**src/rtl/puf_pkg.sv**
```systemverilog
// Shared types and default constants for the PUF response builder slice.
package puf_pkg;

    localparam int CHAL_W      = 5;
    localparam int DEF_CW      = 8;
    localparam int DEF_NBITS   = 16;
    localparam int DEF_WINDOW  = 64;
    localparam int DEF_SETTLE  = 4;
    localparam int DEF_CLR_CYC = 2;

    typedef enum logic [2:0] {
        ST_IDLE,
        ST_CLEAR,
        ST_MEASURE,
        ST_SETTLE,
        ST_COMPARE,
        ST_DONE
    } puf_state_t;

    function automatic int max3(input int a, input int b, input int c);
        int m;
        m = (a > b) ? a : b;
        return (m > c) ? m : c;
    endfunction

endpackage

```
**src/rtl/puf_phase_timer.sv**
```systemverilog
// Loadable down-counter with a zero flag; times the CLEAR, MEASURE and SETTLE phases.
module puf_phase_timer #(
    parameter int W = 7
) (
    input  logic         clk,
    input  logic         rst_n,
    input  logic         i_load,
    input  logic [W-1:0] i_load_val,
    output logic         o_zero
);

    logic [W-1:0] r_cnt;

    always_ff @(posedge clk or posedge rst_n) begin
        if (rst_n) begin
            r_cnt <= '0;
        end else if (i_load) begin
            r_cnt <= i_load_val;
        end else if (r_cnt != '0) begin
            r_cnt <= r_cnt - 1'b1;
        end
    end

    assign o_zero = (r_cnt == '0);

endmodule

```
**src/rtl/puf_response_builder.sv**
```systemverilog
// Challenge sequencer for the dual RO bank: clear, gate, settle, compare, assemble NBITS bits.
// Optional 3-pass majority vote per challenge when PUF_MAJORITY_EN is defined.
module puf_response_builder
    import puf_pkg::*;
#(
    parameter int CW      = DEF_CW,
    parameter int NBITS   = DEF_NBITS,
    parameter int WINDOW  = DEF_WINDOW,
    parameter int SETTLE  = DEF_SETTLE,
    parameter int CLR_CYC = DEF_CLR_CYC
) (
    input  logic                       clk,
    input  logic                       rst_n,
    input  logic                       start,
    input  logic [CHAL_W-1:0]          base_challenge,
    input  logic [CW-1:0]              count_a,
    input  logic [CW-1:0]              count_b,
    output logic                       ro_en,
    output logic                       ro_clr,
    output logic [CHAL_W-1:0]          challenge,
    output logic [NBITS-1:0]           resp,
    output logic                       resp_valid,
    input  logic                       resp_ready,
    output logic                       busy,
    output logic [$clog2(NBITS+1)-1:0] tie_cnt
);

    localparam int TW = $clog2(max3(WINDOW, SETTLE, CLR_CYC) + 1);
    localparam int IW = $clog2(NBITS + 1);

    puf_state_t        r_state, w_state_next;
    logic              w_load;
    logic [TW-1:0]     w_load_val;
    logic              w_zero;
    logic [CHAL_W-1:0] r_base, r_chal;
    logic [NBITS-1:0]  r_resp;
    logic [IW-1:0]     r_tie, r_idx;
    logic              r_ro_en, r_ro_clr, r_valid, r_busy;
    logic              w_gt, w_tie, w_bit, w_tie_bit, w_last_pass, w_last_bit;

    assign w_gt       = (count_a > count_b);
    assign w_tie      = (count_a == count_b);
    assign w_last_bit = (r_idx == IW'(NBITS - 1));

`ifdef PUF_MAJORITY_EN
    logic [1:0] r_pass, r_wins, w_votes;
    logic       r_any_tie;

    // wins never exceeds 2 before the final pass, so the 2-bit sum cannot overflow
    assign w_votes     = r_wins + {1'b0, w_gt};
    assign w_bit       = w_votes[1];
    assign w_tie_bit   = r_any_tie | w_tie;
    assign w_last_pass = (r_pass == 2'd2);

    always_ff @(posedge clk or posedge rst_n) begin
        if (rst_n) begin
            r_pass    <= '0;
            r_wins    <= '0;
            r_any_tie <= 1'b0;
        end else if ((r_state == ST_IDLE && start) || (r_state == ST_COMPARE && w_last_pass)) begin
            r_pass    <= '0;
            r_wins    <= '0;
            r_any_tie <= 1'b0;
        end else if (r_state == ST_COMPARE) begin
            r_pass    <= r_pass + 1'b1;
            r_wins    <= w_votes;
            r_any_tie <= w_tie_bit;
        end
    end
`else
    assign w_bit       = w_gt;
    assign w_tie_bit   = w_tie;
    assign w_last_pass = 1'b1;
`endif

    puf_phase_timer #(.W(TW)) u_timer (
        .clk        (clk),
        .rst_n      (rst_n),
        .i_load     (w_load),
        .i_load_val (w_load_val),
        .o_zero     (w_zero)
    );

    always_ff @(posedge clk or posedge rst_n) begin
        if (rst_n) r_state <= ST_IDLE;
        else       r_state <= w_state_next;
    end

    always_comb begin
        w_state_next = r_state;
        w_load       = 1'b0;
        w_load_val   = '0;
        case (r_state)
            ST_IDLE: if (start) begin
                w_state_next = ST_CLEAR;
                w_load       = 1'b1;
                w_load_val   = TW'(CLR_CYC - 1);
            end
            ST_CLEAR: if (w_zero) begin
                w_state_next = ST_MEASURE;
                w_load       = 1'b1;
                w_load_val   = TW'(WINDOW - 1);
            end
            ST_MEASURE: if (w_zero) begin
                w_state_next = ST_SETTLE;
                w_load       = 1'b1;
                w_load_val   = TW'(SETTLE - 1);
            end
            ST_SETTLE: if (w_zero) w_state_next = ST_COMPARE;
            ST_COMPARE: begin
                if (w_last_pass && w_last_bit) begin
                    w_state_next = ST_DONE;
                end else begin
                    w_state_next = ST_CLEAR;
                    w_load       = 1'b1;
                    w_load_val   = TW'(CLR_CYC - 1);
                end
            end
            ST_DONE: if (resp_ready) w_state_next = ST_IDLE;
            default: w_state_next = ST_IDLE;
        endcase
    end

    // Outputs are registered from the next state so they line up exactly with state residency.
    always_ff @(posedge clk or posedge rst_n) begin
        if (rst_n) begin
            r_ro_en  <= 1'b0;
            r_ro_clr <= 1'b0;
            r_busy   <= 1'b0;
            r_valid  <= 1'b0;
            r_base   <= '0;
            r_chal   <= '0;
            r_resp   <= '0;
            r_tie    <= '0;
            r_idx    <= '0;
        end else begin
            r_ro_clr <= (w_state_next == ST_CLEAR);
            r_ro_en  <= (w_state_next == ST_MEASURE);
            r_busy   <= (w_state_next != ST_IDLE);
            r_valid  <= (w_state_next == ST_DONE);
            if (r_state == ST_IDLE && start) begin
                r_base <= base_challenge;
                r_chal <= base_challenge;
                r_resp <= '0;
                r_tie  <= '0;
                r_idx  <= '0;
            end else if (r_state == ST_COMPARE && w_last_pass) begin
                r_resp <= r_resp | (NBITS'(w_bit) << r_idx);
                if (w_tie_bit) r_tie <= r_tie + 1'b1;
                r_idx  <= r_idx + 1'b1;
                r_chal <= r_base + CHAL_W'(r_idx) + CHAL_W'(1);
            end
        end
    end

    assign ro_en      = r_ro_en;
    assign ro_clr     = r_ro_clr;
    assign challenge  = r_chal;
    assign resp       = r_resp;
    assign resp_valid = r_valid;
    assign busy       = r_busy;
    assign tie_cnt    = r_tie;

endmodule

```
**config.mk**
```make
export PLATFORM = sky130hd
export DESIGN_NAME = puf_response_builder
export DESIGN_NICKNAME = d
export VERILOG_FILES = /design/src/rtl/puf_pkg.sv /design/src/rtl/puf_phase_timer.sv /design/src/rtl/puf_response_builder.sv
export SDC_FILE = /design/constraint.sdc
export NUM_CORES = 1
export LEC_CHECK = 0
export ABC_AREA = 1
export CAP_MARGIN = 20
export CORE_MARGIN = 5
export CORE_UTILIZATION = 46
export DETAILED_ROUTE_END_ITERATION = 12
export GPL_TIMING_DRIVEN = 0
export HOLD_SLACK_MARGIN = 0.06
export PLACE_DENSITY = 0.73
export SETUP_SLACK_MARGIN = 0.4
export SYNTH_ARGS = -nofsm -noshare
export SYNTH_HDL_FRONTEND = slang
export SYNTH_SLANG_ARGS = --single-unit
```
**constraint.sdc**
```tcl
create_clock -name clk -period 2.3 [get_ports clk]
set_input_delay 0.69 -clock clk [delete_from_list [all_inputs] [get_ports clk]]
set_output_delay 0.69 -clock clk [all_outputs]
set_load 0.005 [all_outputs]
```
==> metrics.yaml, run 1 <==
firstDrtPassIters: 4
core_sq_mm: 0.00557
numCtsBuffers: 5
cts.path.max_buffers: 2
crit_chain: "clkdlybuf4s50_1"
startpoint_type: "flop"
area_growth_pct: 43.7
status: "finished, final reports clean"
crit_type: "reg2out"
crit_buf_inv: 1
row_count: 27
synth_top_cells_by_count: "nand2_1, dfrtp_1, inv_1, nand3_1, nor2_1"
place_hpwl_microns: 4420
ant_nets: 0
hold_depth: 2
final_hold_viol_count: 0
synth_area_sq_mm: 0.00266
final_util_pct: 68.5
hold_class: "reg2reg"
synth_edf_count: 0
die_w_microns: 86.0
maxCapViolCount: 0
grt.busiest_layer: "met2"
synth_top_area_share_pct: 47.1
leakage_nw: 2.11
grt_max_degree: 27
r2r_cells: 10
ys_seq_area_share_pct: 47.1
globalplace.congestion: 0.824
grt_use_met2_pct: 29.4
synthFlopType: "dfrtp_1"
fin_setup_tns_ns: 0
syn_avg_cell_area_sq_um: 8.60
grt_pass1_wl_microns: 10400
powerDensity_mw_per_mm2: 810
cp_data_arrival_time_ns: 1.17
synth_area_leaders: "dfrtp_1, nand2_1, ha_1, inv_1, nand3_1"
post-route-drc-count: 0
place_area_sq_mm: 0.00337
fillers: 466
cts_tree: "built"
clk_latency_ns: 0.30
viasPerCell: 4.97
grt_util_all_layers_pct: 17.6
vias: 2299
grt_setup_unrepaired: "yes"
synthCells: 309
overflow: 0
clk_pin_slew_ns: 0.09
setup_violations: 0
antenna_found_initial: 0
crit_cells: 1
multiInputGateArea_sq_mm: 0.00145
n_antenna_cell: 0
portBuffers: 54
skew_ns: 0.00987
use_met3_pct: 3.75
ys_warn_count: 0
io_pins: 55
max_slew.worst_pin.slew_ns: 0.552
crit_family: "buffers and inverters"
worstPathMaxFanout: 2
grt_pass1_vias: 2323
drive_gt1_share_pct: 24.3
start_util_pct: 47.7
cts_sinks: 50
async_flop_share_pct: 100
required_ns: 1.61
ir_drop_uv: 495
routed_wl_microns: 6190
finalCritPeriodShare_pct: 80.8
regArea_sq_mm: 0.00125
ys_ff_latch: 50
synth_cell_types: 36
post_drt_wl_per_cell_microns: 13.4
die_y_microns: 86.0
layout.nets: 432
design_area_sq_mm: 0.00382
relSlewSlack_pct: 63.2
die_area_sq_mm: 0.00740
yosys.cell_count.top_type: "nand2_1"
max_stage_delay_ns: 0.51
cts-htree-levels: 2
synth.net_count: 351
drv_slew: 0
use_met1_pct: 23.1
drt_first_iter_violations: 101
root_buffer: "clkbuf_8"
fmax_mhz: 538
slowest_stage: "clkdlybuf4s50_1"
yosysTopAreaCell: "dfrtp_1"
crit_path_end_kind: "primary output"
period_needed_ns: 1.86
metal layers:
metal  wire length (microns)  vias up
li1                        -     1157
met1                    2810     1094
met2                    3100       41
met3                     224        7
met4                      57        0
met5                       0        -
power breakdown:
part / switching, W / internal (W) / leakage, nW
clock network: 0.000282 / 0.000326 / 0.0524
logic: 0.000666 / 0.000599 / 1.40
registers: 0.000148 / 0.00107 / 0.655
sequential cells by signal, summed over array words and instances, names as in the netlist:
| register | flops |
|---|---|
| resp | 16 |
| u_timer.r_cnt | 7 |
| challenge | 5 |
| r_base | 5 |
| r_idx | 5 |
| tie_cnt | 5 |
| r_state | 3 |
| busy | 1 |
| resp_valid | 1 |
| ro_clr | 1 |
| ro_en | 1 |
cell families (layout without fill, tap and decap cells):
| group | Yosys count | in the layout | synth area share (%) |
|---|---|---|---|
| XOR/XNOR | 9 | 9 | 2.97 |
| AO/OA/AOI/OAI | 40 | 40 | 8.80 |
| flip-flops | 50 | 50 | 47.1 |
| AND/OR/NAND/NOR | 147 | 147 | 26.2 |
| buffers and inverters | 46 | 128 | 6.64 |
| adder cells (fa/ha/maj) | 17 | 17 | 8.29 |
final timing paths:
kind                            startpoint               end  slack [ns]
worst max-delay path              resp[14]          resp[14]        0.44
worst min-delay path               resp[5]           resp[5]        0.48
worst max register to register    r_idx[0]  u_timer.r_cnt[0]        0.52
worst min register to register     resp[5]           resp[5]        0.48
max in group asynchronous            rst_n      challenge[2]        1.02
min in group asynchronous            rst_n        tie_cnt[3]        0.75
layout make-up:
cell class | instances | area share [%]
clock buffers | 7 | 2.00
clock inverters | 1 | 0.786
repair buffers | 74 | 19.4
multi-input cells | 213 | 37.8
well taps | 72 | 2.36
plain buffers | 6 | 0.786
inverters | 40 | 4.06
flip-flops and latches | 50 | 32.8
through the flow:
stage                     cells  hold WS (ns)  setup slack, ns  total power [W]
after global placement      435         0.454           -0.550          0.00233
after detailed placement    436         0.464           -0.272          0.00237
after floorplan             309         0.442            0.409          0.00200
final                       463         0.480            0.441          0.00309
after CTS                   457         0.485            0.406          0.00303
after global routing        463         0.509            0.387          0.00336
placed cells by master (no fill, tap or decap), types with 10 or more instances in the layout:
cell type and instances:
nand2_1 72, dfrtp_1 48, inv_1 23, clkdlybuf4s50_1 22, nand3_1 20, buf_4 18, dlymetal6s2s_1 17, inv_2 15
nor2_1 14, a21oi_1 12, dlygate4sd2_1 11, o21ai_1 10
repair_timing:
action / CTS / global route
endpoints found under the setup margin: 28 / 42
hold buffers: 0 / 0
setup buffers: 13 / 6
resized for setup: 41 / 45
pin swaps: 17 / 19
Power figures use the tool's default switching activity.
==> run 2, diff against run 1 <==
--- a/config.mk
+++ b/config.mk
@@ -12,7 +12,7 @@
 export DETAILED_ROUTE_END_ITERATION = 12
 export GPL_TIMING_DRIVEN = 0
 export HOLD_SLACK_MARGIN = 0.06
-export PLACE_DENSITY = 0.73
+export PLACE_DENSITY = 0.76
 export SETUP_SLACK_MARGIN = 0.4
 export SYNTH_ARGS = -nofsm -noshare
 export SYNTH_HDL_FRONTEND = slang
==> constraint.sdc (replaced) <==
create_clock -name clk -period 1.5 [get_ports clk]
set_input_delay 0.45 -clock clk [delete_from_list [all_inputs] [get_ports clk]]
set_output_delay 0.45 -clock clk [all_outputs]
set_load 0.005 [all_outputs]
==> metrics.yaml, run 2 (synthesis results as in run 1) <==
setup_slack_ns: -0.320  # was 0.441 ns
cts-htree-levels: 2  # unchanged
power_w: 0.00591  # was 0.00309 W
skew_ns: 0.0190  # was 0.00987 ns
crit_path_end_kind: "flop"  # was primary output
antenna_found_initial: 0  # unchanged
period_needed_ns: 1.82
slowest_stage: "dfrtp_2"  # was clkdlybuf4s50_1
relSlewSlack_pct: 60.5  # was 63.2%
cts_tree: "built"  # unchanged
core_sq_mm: 0.00557  # unchanged
multiInputGateArea_sq_mm: 0.00185  # was 0.00145 sq mm
die_w_microns: 86.0  # unchanged
hold_class: "in2async"  # was reg2reg
viasPerCell: 5.57  # was 4.97
regArea_sq_mm: 0.00126  # was 0.00125 sq mm
final_cell_mix: "buf_4, dfrtp_1, nand2_1, buf_2, buf_6"  # was nand2_1, dfrtp_1, inv_1, clkdlybuf4s50_1, nand3_1
post_drt_wl_per_cell_microns: 19.1  # was 13.4 microns
finalCritPeriodShare_pct: 121
portBuffers: 54  # unchanged
post-route-drc-count: 0  # unchanged
grt_max_degree: 26  # was 27
place_hpwl_microns: 4530  # was 4420 microns
cp_data_arrival_time_ns: 2.01  # was 1.17 ns
globalplace.congestion: 0.818  # was 0.824
cts_sinks: 50  # unchanged
grt_pass1_wl_microns: 12400  # was 10400 microns
overflow: 0  # unchanged
ir_drop_uv: 1050  # was 495 uV
powerDensity_mw_per_mm2: 1280  # was 810 mW/mm^2
fillers: 272  # was 466
crit_family: "adder cells"  # was buffers and inverters
area_growth_pct: 74.4  # was 43.7%
final_hold_viol_count: 0  # unchanged
vias: 2887  # was 2299
cts_hold_buf: 0  # unchanged
max_slew.worst_pin.slew_ns: 0.591  # was 0.552 ns
grt_util_all_layers_pct: 21.0  # was 17.6%
stdcell_count: 518  # was 463
crit_buf_inv: 2  # was 1
fmax_mhz: 549
drive_gt1_share_pct: 61.2  # was 24.3%
crit_chain: "inv_4 -> ha_4 -> inv_2 -> fa_2 -> nand2_2 -> nand2_2 -> a21oi_2 -> xnor2_1 -> o21ai_1 -> nand2_1 -> nand2_1"  # was clkdlybuf4s50_1
drv_slew: 0  # unchanged
die_area_sq_mm: 0.00740  # unchanged
ant_nets: 0  # unchanged
clk_pin_slew_ns: 0.10  # was 0.09 ns
cts.path.max_buffers: 2  # unchanged
setup_violations: 37  # was 0
grt_pass1_vias: 2631  # was 2323
die_y_microns: 86.0  # unchanged
numCtsBuffers: 5  # unchanged
status: "finished, violations left"  # was finished, final reports clean
startpoint_type: "flop"  # unchanged
leakage_nw: 2.24  # was 2.11 nW
place_inst: 435  # was 436
crit_type: "reg2reg"  # was reg2out
io_pins: 55  # unchanged
routed_wl_microns: 9880  # was 6190 microns
mostFrequentLayoutCell: "buf_4"  # was nand2_1
grt_setup_unrepaired: "yes"  # unchanged
firstDrtPassIters: 5  # was 4
violations: "setup timing"
layout.nets: 487  # was 432
maxCapViolCount: 0  # unchanged
required_ns: 1.69  # was 1.61 ns
max_stage_delay_ns: 0.46  # was 0.51 ns
row_count: 27  # unchanged
start_util_pct: 47.7  # unchanged
worstPathMaxFanout: 4  # was 2
drt_first_iter_violations: 286  # was 101
clk_latency_ns: 0.31  # was 0.30 ns
root_buffer: "clkbuf_8"  # unchanged
largest_register_ffs: 16  # unchanged
n_antenna_cell: 0  # unchanged
-- run 2: metrics by stage --
stage	hold slack, ns	instance area [sq um]	setup WS (ns)	utilization, %	setup TNS, ns
3_5_place_dp	0.469	3570	-0.903	64.0	-30.70
2_1_floorplan	0.455	2940	-0.147	-	-0.568
3_3_place_gp	0.467	3570	-0.890	64.0	-29.02
6_report	0.429	4630	-0.320	83.1	-3.87
5_1_grt	0.475	4630	-0.426	83.1	-6.01
4_1_cts	0.449	4120	-0.204	73.8	-1.32
-- run 2: repair_timing --
item	CTS	global route
gates cloned	2	2
pin swaps	39	35
setup endpoints to repair	130	80
gates resized for setup	263	76
endpoints found under the hold margin	0	0
setup buffers	45	26
-- run 2: final cells by class --
class	instances	share of cell area (%)
Buffer	6	1.84
Clock buffer	6	1.78
Clock inverter	2	0.270
Inverter	40	4.35
Multi-Input combinational cell	213	40.0
Sequential cell	50	27.1
Tap cell	72	1.94
Timing Repair Buffer	128	22.6
Timing Repair inverter	1	0.162
-- run 2: layer usage --
| layer | global-route usage [%] | part of all wire [%] | vias up |
|---|---|---|---|
| li1 | - | - | 1273 |
| met2 | 37.8 | 51 | 153 |
| met5 | 0 | 0 | - |
| met1 | 25.6 | 38 | 1415 |
| met4 | 5.61 | 4.3 | 0 |
| met3 | 4.03 | 6.5 | 46 |
-- run 2: path summary, 6_finish.rpt --
kind                                   from               end  slack (ns)  cells past startpoint
setup / recovery                   r_idx[0]      challenge[4]       -0.32                     11
hold / removal                        rst_n           resp[7]        0.43                      2
setup reg to reg                   r_idx[0]      challenge[4]       -0.32                     11
hold reg to reg            u_timer.r_cnt[0]  u_timer.r_cnt[0]        0.50                      2
max in group asynchronous             rst_n           resp[9]        0.71                      2
min in group clk           u_timer.r_cnt[0]  u_timer.r_cnt[0]        0.50                      2
-- run 2: power breakdown --
part | switching (W) | total [W] | internal [W]
Sequential | 0.000266 | 0.00192 | 0.00165
Clock | 0.000462 | 0.000834 | 0.000372
Combinational | 0.00161 | 0.00316 | 0.00155
